--- src/rtl/alu_operand_sequencer_if.sv ---
// Byte-stream input and result output handshakes for alu_operand_sequencer.
// The master drives beats in and consumes results; the slave is the sequencer.
interface alu_operand_sequencer_if #(
  parameter int N_BITS = 8
);
  logic              in_valid;
  logic              in_ready;
  logic [N_BITS-1:0] in_data;
  logic              out_valid;
  logic              out_ready;
  logic [N_BITS-1:0] out_data;
  logic              out_flag;

  modport master (
    output in_valid,
    output in_data,
    output out_ready,
    input  in_ready,
    input  out_valid,
    input  out_data,
    input  out_flag
  );

  modport slave (
    input  in_valid,
    input  in_data,
    input  out_ready,
    output in_ready,
    output out_valid,
    output out_data,
    output out_flag
  );
endinterface

--- src/rtl/alu_operand_sequencer.sv ---
// Collects opcode/A/B beats, holds them on the ALU, captures its result.
// Optional ALU_SEQ_OVF_STICKY_EN keeps an accumulated overflow bit.
module alu_operand_sequencer #(
  parameter int N_BITS = 8
) (
  input  logic                  clock,
  input  logic                  nreset,
  alu_operand_sequencer_if.slave bus,
  output logic [N_BITS-1:0]     alu_a,
  output logic [N_BITS-1:0]     alu_b,
  output logic [1:0]            alu_f,
  input  logic [N_BITS-1:0]     alu_saida,
  input  logic                  alu_flag,
  output logic                  busy,
  output logic                  ovf_sticky
);

  typedef enum logic [2:0] {
    GET_OP,
    GET_A,
    GET_B,
    EXEC,
    HOLD
  } state_t;

  state_t            state;
  state_t            state_nx;
  logic [N_BITS-1:0] a_reg;
  logic [N_BITS-1:0] b_reg;
  logic [1:0]        f_reg;
  logic [N_BITS-1:0] res_q;
  logic              flag_q;
  logic              in_rdy;
  logic              out_vld;
  logic              xfer;

  always_ff @(posedge clock or negedge nreset) begin
    if (!nreset) state <= GET_OP;
    else         state <= state_nx;
  end

  always_comb begin
    state_nx = state;
    in_rdy   = 1'b0;
    out_vld  = 1'b0;
    busy     = 1'b1;
    unique case (state)
      GET_OP: begin
        in_rdy = 1'b1;
        busy   = 1'b0;
        if (bus.in_valid) state_nx = GET_A;
      end
      GET_A: begin
        in_rdy = 1'b1;
        if (bus.in_valid) state_nx = GET_B;
      end
      GET_B: begin
        in_rdy = 1'b1;
        if (bus.in_valid) state_nx = EXEC;
      end
      EXEC: state_nx = HOLD;
      HOLD: begin
        out_vld = 1'b1;
        if (bus.out_ready) state_nx = GET_OP;
      end
      default: state_nx = GET_OP;
    endcase
  end

  assign xfer = bus.in_valid && in_rdy;

  always_ff @(posedge clock or negedge nreset) begin
    if (!nreset) begin
      a_reg  <= '0;
      b_reg  <= '0;
      f_reg  <= '0;
      res_q  <= '0;
      flag_q <= 1'b0;
    end else begin
      if (xfer && state == GET_OP) f_reg <= bus.in_data[1:0];
      if (xfer && state == GET_A)  a_reg <= bus.in_data;
      if (xfer && state == GET_B)  b_reg <= bus.in_data;
      if (state == EXEC) begin
        res_q  <= alu_saida;
        flag_q <= alu_flag;
      end
    end
  end

`ifdef ALU_SEQ_OVF_STICKY_EN
  logic ovf_q;

  always_ff @(posedge clock or negedge nreset) begin
    if (!nreset)                     ovf_q <= 1'b0;
    else if (state == EXEC && alu_flag) ovf_q <= 1'b1;
  end

  assign ovf_sticky = ovf_q;
`else
  assign ovf_sticky = 1'b0;
`endif

  assign bus.in_ready  = in_rdy;
  assign bus.out_valid = out_vld;
  assign bus.out_data  = res_q;
  assign bus.out_flag  = flag_q;
  assign alu_a         = a_reg;
  assign alu_b         = b_reg;
  assign alu_f         = f_reg;

endmodule

--- src/flat_wrapper.sv ---
// flat-port wrapper written by rule: the top's interface ports become plain ports
module alu_operand_sequencer_flat 
#(
  parameter int N_BITS = 8
)
  (clock, nreset, alu_a, alu_b, alu_f, alu_saida, alu_flag, busy, ovf_sticky, bus_in_valid, bus_in_data, bus_out_ready, bus_in_ready, bus_out_valid, bus_out_data, bus_out_flag);
  alu_operand_sequencer_if #(.N_BITS(N_BITS)) bus_i ();
  input  logic clock;
  input  logic nreset;
  output logic [N_BITS-1:0] alu_a;
  output logic [N_BITS-1:0] alu_b;
  output logic [1:0] alu_f;
  input  logic [N_BITS-1:0] alu_saida;
  input  logic alu_flag;
  output logic busy;
  output logic ovf_sticky;
  input wire logic [$bits(bus_i.in_valid)-1:0] bus_in_valid;
  input wire logic [$bits(bus_i.in_data)-1:0] bus_in_data;
  input wire logic [$bits(bus_i.out_ready)-1:0] bus_out_ready;
  output wire logic [$bits(bus_i.in_ready)-1:0] bus_in_ready;
  output wire logic [$bits(bus_i.out_valid)-1:0] bus_out_valid;
  output wire logic [$bits(bus_i.out_data)-1:0] bus_out_data;
  output wire logic [$bits(bus_i.out_flag)-1:0] bus_out_flag;
  assign bus_i.in_valid = bus_in_valid;
  assign bus_i.in_data = bus_in_data;
  assign bus_i.out_ready = bus_out_ready;
  assign bus_in_ready = bus_i.in_ready;
  assign bus_out_valid = bus_i.out_valid;
  assign bus_out_data = bus_i.out_data;
  assign bus_out_flag = bus_i.out_flag;
  alu_operand_sequencer #(.N_BITS(N_BITS)) u_core (.clock(clock), .nreset(nreset), .bus(bus_i), .alu_a(alu_a), .alu_b(alu_b), .alu_f(alu_f), .alu_saida(alu_saida), .alu_flag(alu_flag), .busy(busy), .ovf_sticky(ovf_sticky));
endmodule
--- config.mk ---
export PLATFORM = sky130hd
export DESIGN_NAME = alu_operand_sequencer_flat
export DESIGN_NICKNAME = d
export VERILOG_FILES = /design/src/rtl/alu_operand_sequencer_if.sv /design/src/rtl/alu_operand_sequencer.sv /design/src/flat_wrapper.sv
export SDC_FILE = /design/constraint.sdc
export NUM_CORES = 1
export LEC_CHECK = 0
export CORE_AREA = 2 2 58 60
export CTS_BUF_LIST = sky130_fd_sc_hd__clkbuf_16
export DETAILED_ROUTE_END_ITERATION = 7
export DIE_AREA = 0 0 60 62
export PLACE_DENSITY = 0.89
export SLEW_MARGIN = 20
export SYNTH_ARGS = -nofsm -noshare
export SYNTH_HDL_FRONTEND = slang
export SYNTH_SLANG_ARGS = --single-unit
--- constraint.sdc ---
create_clock -name clock -period 3.1 [get_ports clock]
set_input_delay 0.62 -clock clock [delete_from_list [all_inputs] [get_ports clock]]
set_output_delay 0.62 -clock clock [all_outputs]
set_load 0.01 [all_outputs]
* After elaboration in Yosys (flattened, before gate mapping)
Cells that the tools add are included.
** Operators by class
- Eq/ne operators :: 8
- Muxes and demuxes :: 8
- Reductions and logical operators :: 7
** Operators with widths (number)
- 3-bit case mux with 5 select lines :: 1
- 3-bit two-way mux :: 4
- 2-bit inequality test, second input constant :: 4
- 3-bit by 2-bit == test with 1-bit output, second input constant :: 2
- 1-bit logical AND :: 4
- 4-bit AND reduction :: 1
- 3-bit by 1-bit == test with 1-bit output, second input constant :: 1
- 3-bit == test, second input constant :: 1
- 3-bit zero test :: 1
- 1-bit two-way mux :: 3
- 3-bit OR reduction :: 1
** Storage, ports and cells
- Bits in registers :: 30
- Input port bits :: 21
- Word-level logic and storage cells :: 29

* Logic depth before layout (Yosys ltp)
- Depth in word-level cells :: 5
- Gate-level depth with buffers :: 4
- Gate-level depth less buffers :: 2

* Worst setup path before layout
No wires, ideal clock.
- Path kind :: flip-flop to output port
- From :: reg u_core.state[1]
- To :: out busy
- Data arrival time :: 941 ps
- Required time :: 2480 ps
- Slack :: 1539 ps
- Stages on the path, launching flop included :: 3
- Path buffers :: 1
- Cells stage by stage :: dfrtp_1 > buf_4 > or3_1
** Between the ends
- Longest elaborated chain between the ends :: 2
** Ends and longest elaborated chain
- from (decl) :: RTL line alu_operand_sequencer.sv:26 : state_t state;
- from (signal assigned) :: RTL line alu_operand_sequencer.sv:39 : else state <= state_nx;
- 3-bit zero test :: RTL line alu_operand_sequencer.sv:47 : unique case (state)
- 1-bit two-way mux :: RTL line alu_operand_sequencer.sv:47
- to (decl) :: RTL line flat_wrapper.sv:15 : output logic busy;
Every way passes these cells.

* Worst setup path in the final report
Ends and elaborated chain as after synthesis.

==> results.toml <==
[logic_synthesis]
synthCells = 80
synth_warnings = 0
ys.flop_type = "dfrtp_1"
synth_common_cells = "30 x dfrtp_1, 25 x mux2_4, 4 x buf_6, 3 x a21oi_1, 3 x buf_4"
async_reset_ff_frac = 1.00
yosysMostFrequentCell = "dfrtp_1"
synth-edff-count = 0
synth_top_area_cell = "dfrtp_1"
netlist_area_um2 = 1370
yosys.cell_types.count = 18
ys_seq_elements = 30
synth.yosys.seq_area_share = 0.549
synth.avg_cell_area_um2 = 17.1
synth_top_area_share = 0.549
yosys-top-cells-area = "dfrtp_1 55%, mux2_4 27%, buf_6 3.3%, nor4bb_4 1.8%, nor4b_4 1.7%"
synthesis.nets = 101

[clock_tree]
cts_hold_buf = 0
numCtsBuffers = 5
h-tree-depth = 2
cts_resized = 0
cts.sinks = 30
post-cts-setup-buffer-count = 0
cts_buffer_depth = 2
cts_tree = "yes"
cts.clk_slew.worst_paths_ns = 0.05
insertion_delay_ns = 0.27
clock-root-buffer = "clkbuf_16"

[status]
status = "finished clean"

[floorplanning]
die_area_um2 = 3720
coreArea_um2 = 3180
start_util = 0.430
die_x_um = 60
fp-row-count = 21
pin_count = 52
die_y_um = 62

[sta]
skew_ns = 0.00405
tns_ns = 0
hold_viol_final = 0
whs_ns = 0.506
max_slew_margin = 0.497
final_max_slew_viol_count = 0
setup_viol = 0
rsz0062_at_grt = "false"
max_freq_ghz = 0.434
timing.final.crit_period_ns = 2.30
fin_crit_sh = 0.743
tightest_slew_ns = 0.754

[global_route]
grt_max_degree = 31
grt.busiest_layer = "met2"
overflow = 0
met3_usage = 0.0621
antenna_found_initial = 0
met1_usage = 0.203
met2_usage = 0.244
grt_pass1_vias = 825
grt_pass1_wl_um = 4160
grt_use_total = 0.161

[cells_and_area]
post-route-util = 0.632
insertedDiodeCount = 0
syn_to_final_growth_pct = 46.8
nets = 153
n_fill_cell = 232
layout-drive-gt1-share = 0.303
layout.cells.non_filler = 178

[run]
drv_cap = 0

[power]
ir_drop_uv = 433
p_leak_nw = 0.887
power_w = 0.00219
powerDensity_nw_per_um2 = 1090

[critical_path]
critPathArrivalTime_ns = 1.68
critical_path_class = "register to output port"
required_ns = 2.48
path_max_fanout = 11
r2r_setup_slack_ns = 1.35
startpoint_type = "register"
r2r.worst_path.cells = 2
cp-startpoint = "u_core.state[1]"
timing.rr.end = "u_core.alu_b[7]"
worstSetupEndpointType = "output port"
timing.rr.start = "u_core.state[2]"
endpoint = "busy"

[detailed_routing]
drc_errors = 0
wirelength_um = 2590
dr.pass1.iters = 4
initialDrtViolationCount = 15
via_count = 815
avgRoutedWirePerCell_um = 14.6
vias_per_cell = 4.58
ant_nets = 0

[placement]
dp.cells = 171
hpwl_um = 1880
gp_congestion = 0.762
io_buffers = 50

[min_path]
hp-class = "register to register"
hold_start = "u_core.bus.out_data[3]"
## worst min path at each step
stage          cells past startpoint                     end  slack [ns]
2_1_floorplan                      0         u_core.alu_a[0]        0.32
3_3_place_gp                       1         u_core.alu_f[0]        0.49
3_5_place_dp                       1  u_core.bus.out_data[3]        0.49
4_1_cts                            1  u_core.bus.out_data[3]        0.51
5_1_grt                            1         u_core.alu_b[5]        0.52
6_report                           1  u_core.bus.out_data[3]        0.51
## sequential cells by signal, indices dropped and copies added, names as in the netlist
name                 count
u_core.alu_f             2
u_core.state             3
u_core.bus.out_data      8
u_core.bus.out_flag      1
u_core.alu_a             8
u_core.alu_b             8
## power breakdown
| part | leakage [nW] | switching [W] | internal, W | total [W] |
|---|---|---|---|---|
| clock | 0.0694 | 0.000151 | 0.000288 | 0.000439 |
| sequential | 0.357 | 0.000161 | 0.000591 | 0.000752 |
| combinational | 0.460 | 0.000306 | 0.000691 | 0.000997 |
## through the flow
| stage | instance area, um^2 | setup WS (ns) |
|---|---|---|
| finish | 2010 | 0.798 |
| global route | 2010 | 0.716 |
| CTS | 2010 | 0.785 |
| detailed placement | 1870 | 0.669 |
| global placement | 1870 | 0.735 |
| floorplan | 1370 | 1.54 |
## critical path: stages (launching register included)
cell and delay (ns):
dfrtp_1 0.51, or3_1 0.42, clkdlybuf4s50_1 0.49
## kinds of logic (layout without fill, tap and decap cells)
logic type	Yosys count	after routing	synth area share
buf+inv	7	59	0.0494
compound gates	3	3	0.0110
flops	30	30	0.549
mux	27	27	0.291
simple gates	12	12	0.0970
other cells	1	1	0.00274
## metal layers
metal  routed length (um)  vias up
met3                  141        5
met5                    0        -
li1                     -      380
met2                 1260       31
met1                 1140      399
met4                   54        0
## area by class of cell
cell class	count	area (um^2)	share of cell area
multi-input combinational	43	549	0.274
clock inverter	2	10.0	0.00498
clock buffer	5	125	0.0623
timing repair buffer	52	515	0.257
sequential	30	751	0.374
tap	46	57.6	0.0287
## cell usage in the layout (no fill, tap or decap)
master / count
or3_1: 1
or3b_1: 1
nor4bb_4: 1
conb_1: 1
nand2b_1: 2
nand2_1: 1
nand3b_2: 1
nand3b_1: 1
dfrtp_1: 30
mux2_4: 25
clkinv_2: 2
clkdlybuf4s50_1: 50
nor3b_1: 1
mux2_2: 2
nor4bb_2: 1
nor4b_4: 1
a21oi_1: 3
clkbuf_16: 5
or4b_1: 1
buf_4: 2
Note: power is estimated with default switching activity, not from simulation.
